## config.mk

```make
export PLATFORM = sky130hd
export DESIGN_NAME = reg_mem_sb_flat
export DESIGN_NICKNAME = d
export VERILOG_FILES = /design/src/rtl/reg_mem_sb_if.sv /design/src/rtl/reg_mem_sb.sv /design/src/flat_wrapper.sv
export SDC_FILE = /design/constraint.sdc
export NUM_CORES = 1
export LEC_CHECK = 0
export ABC_AREA = 1
export CORE_MARGIN = 10
export CORE_UTILIZATION = 23
export CTS_CLUSTER_SIZE = 20
export DETAILED_ROUTE_END_ITERATION = 10
export GPL_TIMING_DRIVEN = 0
export PLACE_DENSITY = 0.41
export SLEW_MARGIN = 25
export SYNTH_ARGS = -nofsm -noshare
export SYNTH_HDL_FRONTEND = slang
export SYNTH_SLANG_ARGS = --single-unit
```

## constraint.sdc

```tcl
create_clock -name clk -period 5 [get_ports clk]
set_input_delay 0.75 -clock clk [delete_from_list [all_inputs] [get_ports clk]]
set_output_delay 0.75 -clock clk [all_outputs]
set_load 0.005 [all_outputs]
```

## src/rtl/reg_mem_sb_if.sv

```systemverilog
// Bus bundle for the scoreboarded register file: read ports, write-back commit,
// issue marking and status flags.
interface reg_mem_sb_if #(
  parameter int REG_WIDTH  = 16,
  parameter int ADDR_WIDTH = 3
);
  logic [ADDR_WIDTH-1:0] ReadReg1;
  logic [ADDR_WIDTH-1:0] ReadReg2;
  logic [REG_WIDTH-1:0]  Reg1Data;
  logic [REG_WIDTH-1:0]  Reg2Data;
  logic                  WrEn;
  logic [1:0]            Mode;
  logic [ADDR_WIDTH-1:0] WriteReg;
  logic [REG_WIDTH-1:0]  WriteData;
  logic [7:0]            Imm;
  logic [REG_WIDTH-1:0]  PC;
  logic                  IssueEn;
  logic [ADDR_WIDTH-1:0] IssueReg;
  logic                  Stall;
  logic                  err;

  modport master (
    output ReadReg1, ReadReg2, WrEn, Mode, WriteReg, WriteData, Imm, PC,
           IssueEn, IssueReg,
    input  Reg1Data, Reg2Data, Stall, err
  );

  modport slave (
    input  ReadReg1, ReadReg2, WrEn, Mode, WriteReg, WriteData, Imm, PC,
           IssueEn, IssueReg,
    output Reg1Data, Reg2Data, Stall, err
  );
endinterface

```

## src/rtl/reg_mem_sb.sv

```systemverilog
// Register file with mode-selected write-back, same-cycle read bypass and a
// per-register pending scoreboard that stalls reads of not-yet-written registers.
module reg_mem_sb #(
  parameter int REG_WIDTH  = 16,
  parameter int REG_DEPTH  = 8,
  parameter int ADDR_WIDTH = 3,
  parameter int LINK_REG   = 7
) (
  input  logic        clk,
  input  logic        rst,
  reg_mem_sb_if.slave bus
);

  typedef enum logic [1:0] {
    MODE_NORMAL = 2'b00,
    MODE_LBI    = 2'b01,
    MODE_SLBI   = 2'b10,
    MODE_LINK   = 2'b11
  } mode_e;

  logic [REG_WIDTH-1:0]  regs_r [REG_DEPTH];
  logic [REG_DEPTH-1:0]  busy_r;
  logic                  err_r;

  logic [REG_WIDTH-1:0]  stored1_s;
  logic [REG_WIDTH-1:0]  stored2_s;
  logic [ADDR_WIDTH-1:0] eff_dest_s;
  logic [REG_WIDTH-1:0]  eff_data_s;
  logic                  wr_ok_s;
  logic                  wr_bad_s;
  logic                  iss_ok_s;
  logic                  iss_bad_s;
  logic [REG_DEPTH-1:0]  clr_mask_s;
  logic [REG_DEPTH-1:0]  set_mask_s;
  logic [REG_WIDTH-1:0]  rd1_s;
  logic [REG_WIDTH-1:0]  rd2_s;
  logic                  stall_s;

  function automatic logic is_legal(input logic [ADDR_WIDTH-1:0] addr);
    return 32'(addr) < 32'(REG_DEPTH);
  endfunction

  // Pre-edge register contents per read port; out-of-range addresses read zero
  always_comb begin
    stored1_s = '0;
    stored2_s = '0;
    if (is_legal(bus.ReadReg1)) stored1_s = regs_r[bus.ReadReg1];
    else                        stored1_s = '0;
    if (is_legal(bus.ReadReg2)) stored2_s = regs_r[bus.ReadReg2];
    else                        stored2_s = '0;
  end

  // Effective destination and data for the write-back mode
  always_comb begin
    eff_dest_s = bus.WriteReg;
    eff_data_s = bus.WriteData;
    case (mode_e'(bus.Mode))
      MODE_NORMAL: begin
        eff_dest_s = bus.WriteReg;
        eff_data_s = bus.WriteData;
      end
      MODE_LBI: begin
        eff_dest_s = bus.ReadReg1;
        eff_data_s = {{(REG_WIDTH-8){bus.Imm[7]}}, bus.Imm};
      end
      MODE_SLBI: begin
        // Shifts the stored value, never the bypassed one
        eff_dest_s = bus.ReadReg1;
        eff_data_s = (stored1_s << 8) | {{(REG_WIDTH-8){1'b0}}, bus.Imm};
      end
      MODE_LINK: begin
        eff_dest_s = ADDR_WIDTH'(LINK_REG);
        eff_data_s = bus.PC + REG_WIDTH'(2);
      end
      default: begin
        eff_dest_s = bus.WriteReg;
        eff_data_s = bus.WriteData;
      end
    endcase
  end

  // Legality of this cycle's commit and issue, plus scoreboard update masks
  always_comb begin
    wr_ok_s    = bus.WrEn & is_legal(eff_dest_s);
    wr_bad_s   = bus.WrEn & ~is_legal(eff_dest_s);
    iss_ok_s   = bus.IssueEn & is_legal(bus.IssueReg);
    iss_bad_s  = bus.IssueEn & ~is_legal(bus.IssueReg);
    clr_mask_s = '0;
    set_mask_s = '0;
    if (wr_ok_s) clr_mask_s[eff_dest_s] = 1'b1;
    else         clr_mask_s = '0;
    if (iss_ok_s) set_mask_s[bus.IssueReg] = 1'b1;
    else          set_mask_s = '0;
  end

  // Read ports with bypass, and operand-pending stall
  always_comb begin
    rd1_s   = stored1_s;
    rd2_s   = stored2_s;
    stall_s = 1'b0;
    if (wr_ok_s && (bus.ReadReg1 == eff_dest_s)) rd1_s = eff_data_s;
    else                                         rd1_s = stored1_s;
    if (wr_ok_s && (bus.ReadReg2 == eff_dest_s)) rd2_s = eff_data_s;
    else                                         rd2_s = stored2_s;
    stall_s = (is_legal(bus.ReadReg1) && busy_r[bus.ReadReg1] &&
               !(wr_ok_s && (bus.ReadReg1 == eff_dest_s))) ||
              (is_legal(bus.ReadReg2) && busy_r[bus.ReadReg2] &&
               !(wr_ok_s && (bus.ReadReg2 == eff_dest_s)));
  end

  // Register storage
  always_ff @(posedge clk or negedge rst) begin
    if (!rst) begin
      for (int i = 0; i < REG_DEPTH; i++) regs_r[i] <= '0;
    end else if (wr_ok_s) begin
      regs_r[eff_dest_s] <= eff_data_s;
    end
  end

  // Scoreboard busy bits (set overrides clear) and sticky illegal-address flag
  always_ff @(posedge clk or negedge rst) begin
    if (!rst) begin
      busy_r <= '0;
      err_r  <= 1'b0;
    end else begin
      busy_r <= (busy_r & ~clr_mask_s) | set_mask_s;
      err_r  <= err_r | wr_bad_s | iss_bad_s;
    end
  end

  assign bus.Reg1Data = rd1_s;
  assign bus.Reg2Data = rd2_s;
  assign bus.Stall    = stall_s;
  assign bus.err      = err_r;

endmodule

```

## src/flat_wrapper.sv

```systemverilog
// flat-port wrapper written by rule: the top's interface ports become plain ports
module reg_mem_sb_flat 
#(
  parameter int REG_WIDTH  = 16,
  parameter int REG_DEPTH  = 8,
  parameter int ADDR_WIDTH = 3,
  parameter int LINK_REG   = 7
)
  (clk, rst, bus_ReadReg1, bus_ReadReg2, bus_WrEn, bus_Mode, bus_WriteReg, bus_WriteData, bus_Imm, bus_PC, bus_IssueEn, bus_IssueReg, bus_Reg1Data, bus_Reg2Data, bus_Stall, bus_err);
  reg_mem_sb_if #(.REG_WIDTH(REG_WIDTH), .ADDR_WIDTH(ADDR_WIDTH)) bus_i ();
  input  logic clk;
  input  logic rst;
  input wire logic [$bits(bus_i.ReadReg1)-1:0] bus_ReadReg1;
  input wire logic [$bits(bus_i.ReadReg2)-1:0] bus_ReadReg2;
  input wire logic [$bits(bus_i.WrEn)-1:0] bus_WrEn;
  input wire logic [$bits(bus_i.Mode)-1:0] bus_Mode;
  input wire logic [$bits(bus_i.WriteReg)-1:0] bus_WriteReg;
  input wire logic [$bits(bus_i.WriteData)-1:0] bus_WriteData;
  input wire logic [$bits(bus_i.Imm)-1:0] bus_Imm;
  input wire logic [$bits(bus_i.PC)-1:0] bus_PC;
  input wire logic [$bits(bus_i.IssueEn)-1:0] bus_IssueEn;
  input wire logic [$bits(bus_i.IssueReg)-1:0] bus_IssueReg;
  output wire logic [$bits(bus_i.Reg1Data)-1:0] bus_Reg1Data;
  output wire logic [$bits(bus_i.Reg2Data)-1:0] bus_Reg2Data;
  output wire logic [$bits(bus_i.Stall)-1:0] bus_Stall;
  output wire logic [$bits(bus_i.err)-1:0] bus_err;
  assign bus_i.ReadReg1 = bus_ReadReg1;
  assign bus_i.ReadReg2 = bus_ReadReg2;
  assign bus_i.WrEn = bus_WrEn;
  assign bus_i.Mode = bus_Mode;
  assign bus_i.WriteReg = bus_WriteReg;
  assign bus_i.WriteData = bus_WriteData;
  assign bus_i.Imm = bus_Imm;
  assign bus_i.PC = bus_PC;
  assign bus_i.IssueEn = bus_IssueEn;
  assign bus_i.IssueReg = bus_IssueReg;
  assign bus_Reg1Data = bus_i.Reg1Data;
  assign bus_Reg2Data = bus_i.Reg2Data;
  assign bus_Stall = bus_i.Stall;
  assign bus_err = bus_i.err;
  reg_mem_sb #(.REG_WIDTH(REG_WIDTH), .REG_DEPTH(REG_DEPTH), .ADDR_WIDTH(ADDR_WIDTH), .LINK_REG(LINK_REG)) u_core (.clk(clk), .rst(rst), .bus(bus_i));
endmodule
```

==> impl_metrics.json <==
{
  "status": "completed",
  "grt_pass1_vias": 9632,
  "clk_pin_slew_ns": 0.06,
  "wl_per_cell_um": 21.5,
  "antennaDiodeCount": 0,
  "ctsLongestPathBuffers": 2,
  "top_layer": "met4",
  "route.detailed.drc": 0,
  "ys_types": 41,
  "slew_viol_final": 0,
  "clk_latency_ns": 0.44,
  "syn-cell-area_mm2": 0.00930,
  "hold_violations": 0,
  "dr.pass1.iters": 5,
  "cts_max_level": 4,
  "power.leakage_nw": 5.31,
  "port_buffers": 85,
  "maxCapViolations": 0,
  "cts_inserted_buffers": 17,
  "fin_worst_skew_ns": 0.0131,
  "vias": 9786,
  "tightestPinTransition_ns": 0.936,
  "syn-num-nets": 1425,
  "die_area_mm2": 0.0489,
  "rsz0062_at_grt": "false",
  "die_h_um": 221,
  "fmax_mhz": 219,
  "areaGrowthSynthToFinish_pct": 22.9,
  "final_cell_mix": "417 x nand2_1, 185 x o21ai_0, 146 x nand3_1, 136 x dfrtp_1, 96 x inv_1",
  "ys_ff_latch": 136,
  "worst_ep_required_time_ns": 4.25,
  "fin_tns_setup_ns": 0,
  "wl_um": 43100,
  "track_usage": 0.171,
  "synth-seq-area-share": 0.366,
  "dr_wl_met2_um": 20100,
  "nNetsFinal": 1530,
  "cts_sinks": 136,
  "critPathCaptureType": "output port",
  "synth.avg_cell_area_um2": 6.83,
  "critPathMaxFanout": 10,
  "period_needed_ns": 4.56,
  "post_cts_buffers": 0,
  "power_mw": 4.51,
  "ioPinCount": 92,
  "wl_met1_um": 19700,
  "setup_viol": 0,
  "worstHoldPathType": "in2async",
  "wl_met3_um": 2320,
  "num-fill-cells": 4462,
  "start_util": 0.234,
  "grt_pass1_wl_um": 63700,
  "antenna_found_initial": 0,
  "slew_headroom": 0.372,
  "drive_above_1_share": 0.114,
  "via_per_inst": 4.88,
  "post_cts_resize_count": 0,
  "yosys_warnings": 0,
  "critPathLaunchType": "primary input",
  "power_density_mw_per_mm2": 394,
  "grt.overflow.total": 0,
  "syn_inst": 1362,
  "dp_hpwl_um": 30500,
  "timing.final.crit_share": 0.913,
  "grt_max_degree": 83,
  "cts_tree": "done",
  "ir_worst_vdd_v": 0.000241,
  "place_congestion": 0.867,
  "ant_nets": 0,
  "drt_iter0_markers": 800,
  "path_class": "in2out",
  "final_common_cell": "nand2_1",
  "rows": 73,
  "core_mm2": 0.0398,
  "die_width_um": 221,
  "clock-root-buffer": "clkbuf_16",
  "holdBufCountCts": 0,
  "crit_arrival_ns": 3.81
}
## cell families (layout without fill, tap and decap cells)
family,after synthesis,in the layout,share of synthesized area
AO/OA/AOI/OAI,335,335,0.199
adder cells (fa/ha/maj),5,5,0.00673
flip-flops,136,136,0.366
buffers and inverters,199,317,0.100
XOR/XNOR,1,1,0.000942
other,1,1,0.000403
AND/OR/NAND/NOR,685,685,0.327
## cell usage after synthesis, drive strengths merged
cell type  count  area share
o22ai          5      0.0040
nand4          6      0.0057
nor3           2      0.0011
or2           14       0.010
nand2        430        0.18
nor2          77       0.039
o211ai        22       0.018
buf           59       0.043
a21oi         83       0.046
a31oi          3      0.0040
o21ai        216        0.12
ha             5      0.0067
o21bai         6      0.0048
inv          108       0.044
nand3        156       0.090
clkinv         1     0.00040
clkbuf        31       0.013
dfrtp        136        0.37
xnor2          1     0.00094
conb           1     0.00040
## per-layer routing
| layer | GRT usage | up-vias |
|---|---|---|
| met4 | 0.0546 | 0 |
| met3 | 0.0253 | 51 |
| met2 | 0.278 | 341 |
| met5 | 0 | - |
| met1 | 0.227 | 4716 |
| li1 | - | 4678 |
## final timing paths
kind	slack (ns)	cells after the start	endpoint	startpoint
hold / removal	0.23	1	u_core.regs_r[18]	rst
hold reg to reg	0.48	2	u_core.regs_r[107]	u_core.regs_r[107]
setup reg to reg	3.42	8	u_core.regs_r[121]	u_core.regs_r[33]
setup / recovery	0.44	11	bus_Reg1Data[4]	bus_Mode[0]
max in group asynchronous	3.95	2	u_core.regs_r[78]	rst
min in group clk	0.48	2	u_core.regs_r[107]	u_core.regs_r[107]
## through the flow
stage | hold slack (ns) | setup WS, ns | util | instance area (um2) | instances
6_report | 0.231 | 0.435 | 0.287 | 11400 | 2005
2_1_floorplan | 0.449 | 2.07 | - | 9300 | 1362
3_5_place_dp | 0.466 | 0.365 | 0.272 | 10800 | 1973
3_3_place_gp | 0.465 | -3.11 | 0.271 | 10800 | 1972
4_1_cts | 0.243 | 0.355 | 0.287 | 11400 | 2005
5_1_grt | 0.256 | 0.242 | 0.287 | 11400 | 2005
## where the power goes
part | switching [mW] | total (mW) | internal, mW
Sequential | 0.242 | 1.73 | 1.49
Clock | 0.563 | 1.32 | 0.755
Combinational | 0.894 | 1.46 | 0.568
## state kept, by name, indices dropped and copies added, names as in the netlist
| register | count |
|---|---|
| u_core.regs_r | 128 |
| u_core.busy_r | 8 |
## layout make-up
| type | instances | area (um2) | area share |
|---|---|---|---|
| inverters | 109 | 412 | 0.0360 |
| flip-flops and latches | 136 | 3400 | 0.298 |
| clock inverters | 12 | 140 | 0.0123 |
| repair buffers | 86 | 883 | 0.0773 |
| clock buffers | 20 | 447 | 0.0391 |
| plain buffers | 90 | 520 | 0.0455 |
| multi-input cells | 1027 | 4960 | 0.434 |
| well taps | 525 | 657 | 0.0575 |
## worst max-delay path, stage by stage
cell	delay [ns]
clkdlybuf4s50_1	0.55
inv_1	0.09
ha_1	0.19
buf_2	0.21
or2_1	0.24
buf_2	0.18
a21oi_1	0.14
nand2_1	0.07
o21ai_1	0.50
o21ai_0	0.36
clkdlybuf4s50_1	0.53
Power figures use the tool's default switching activity.
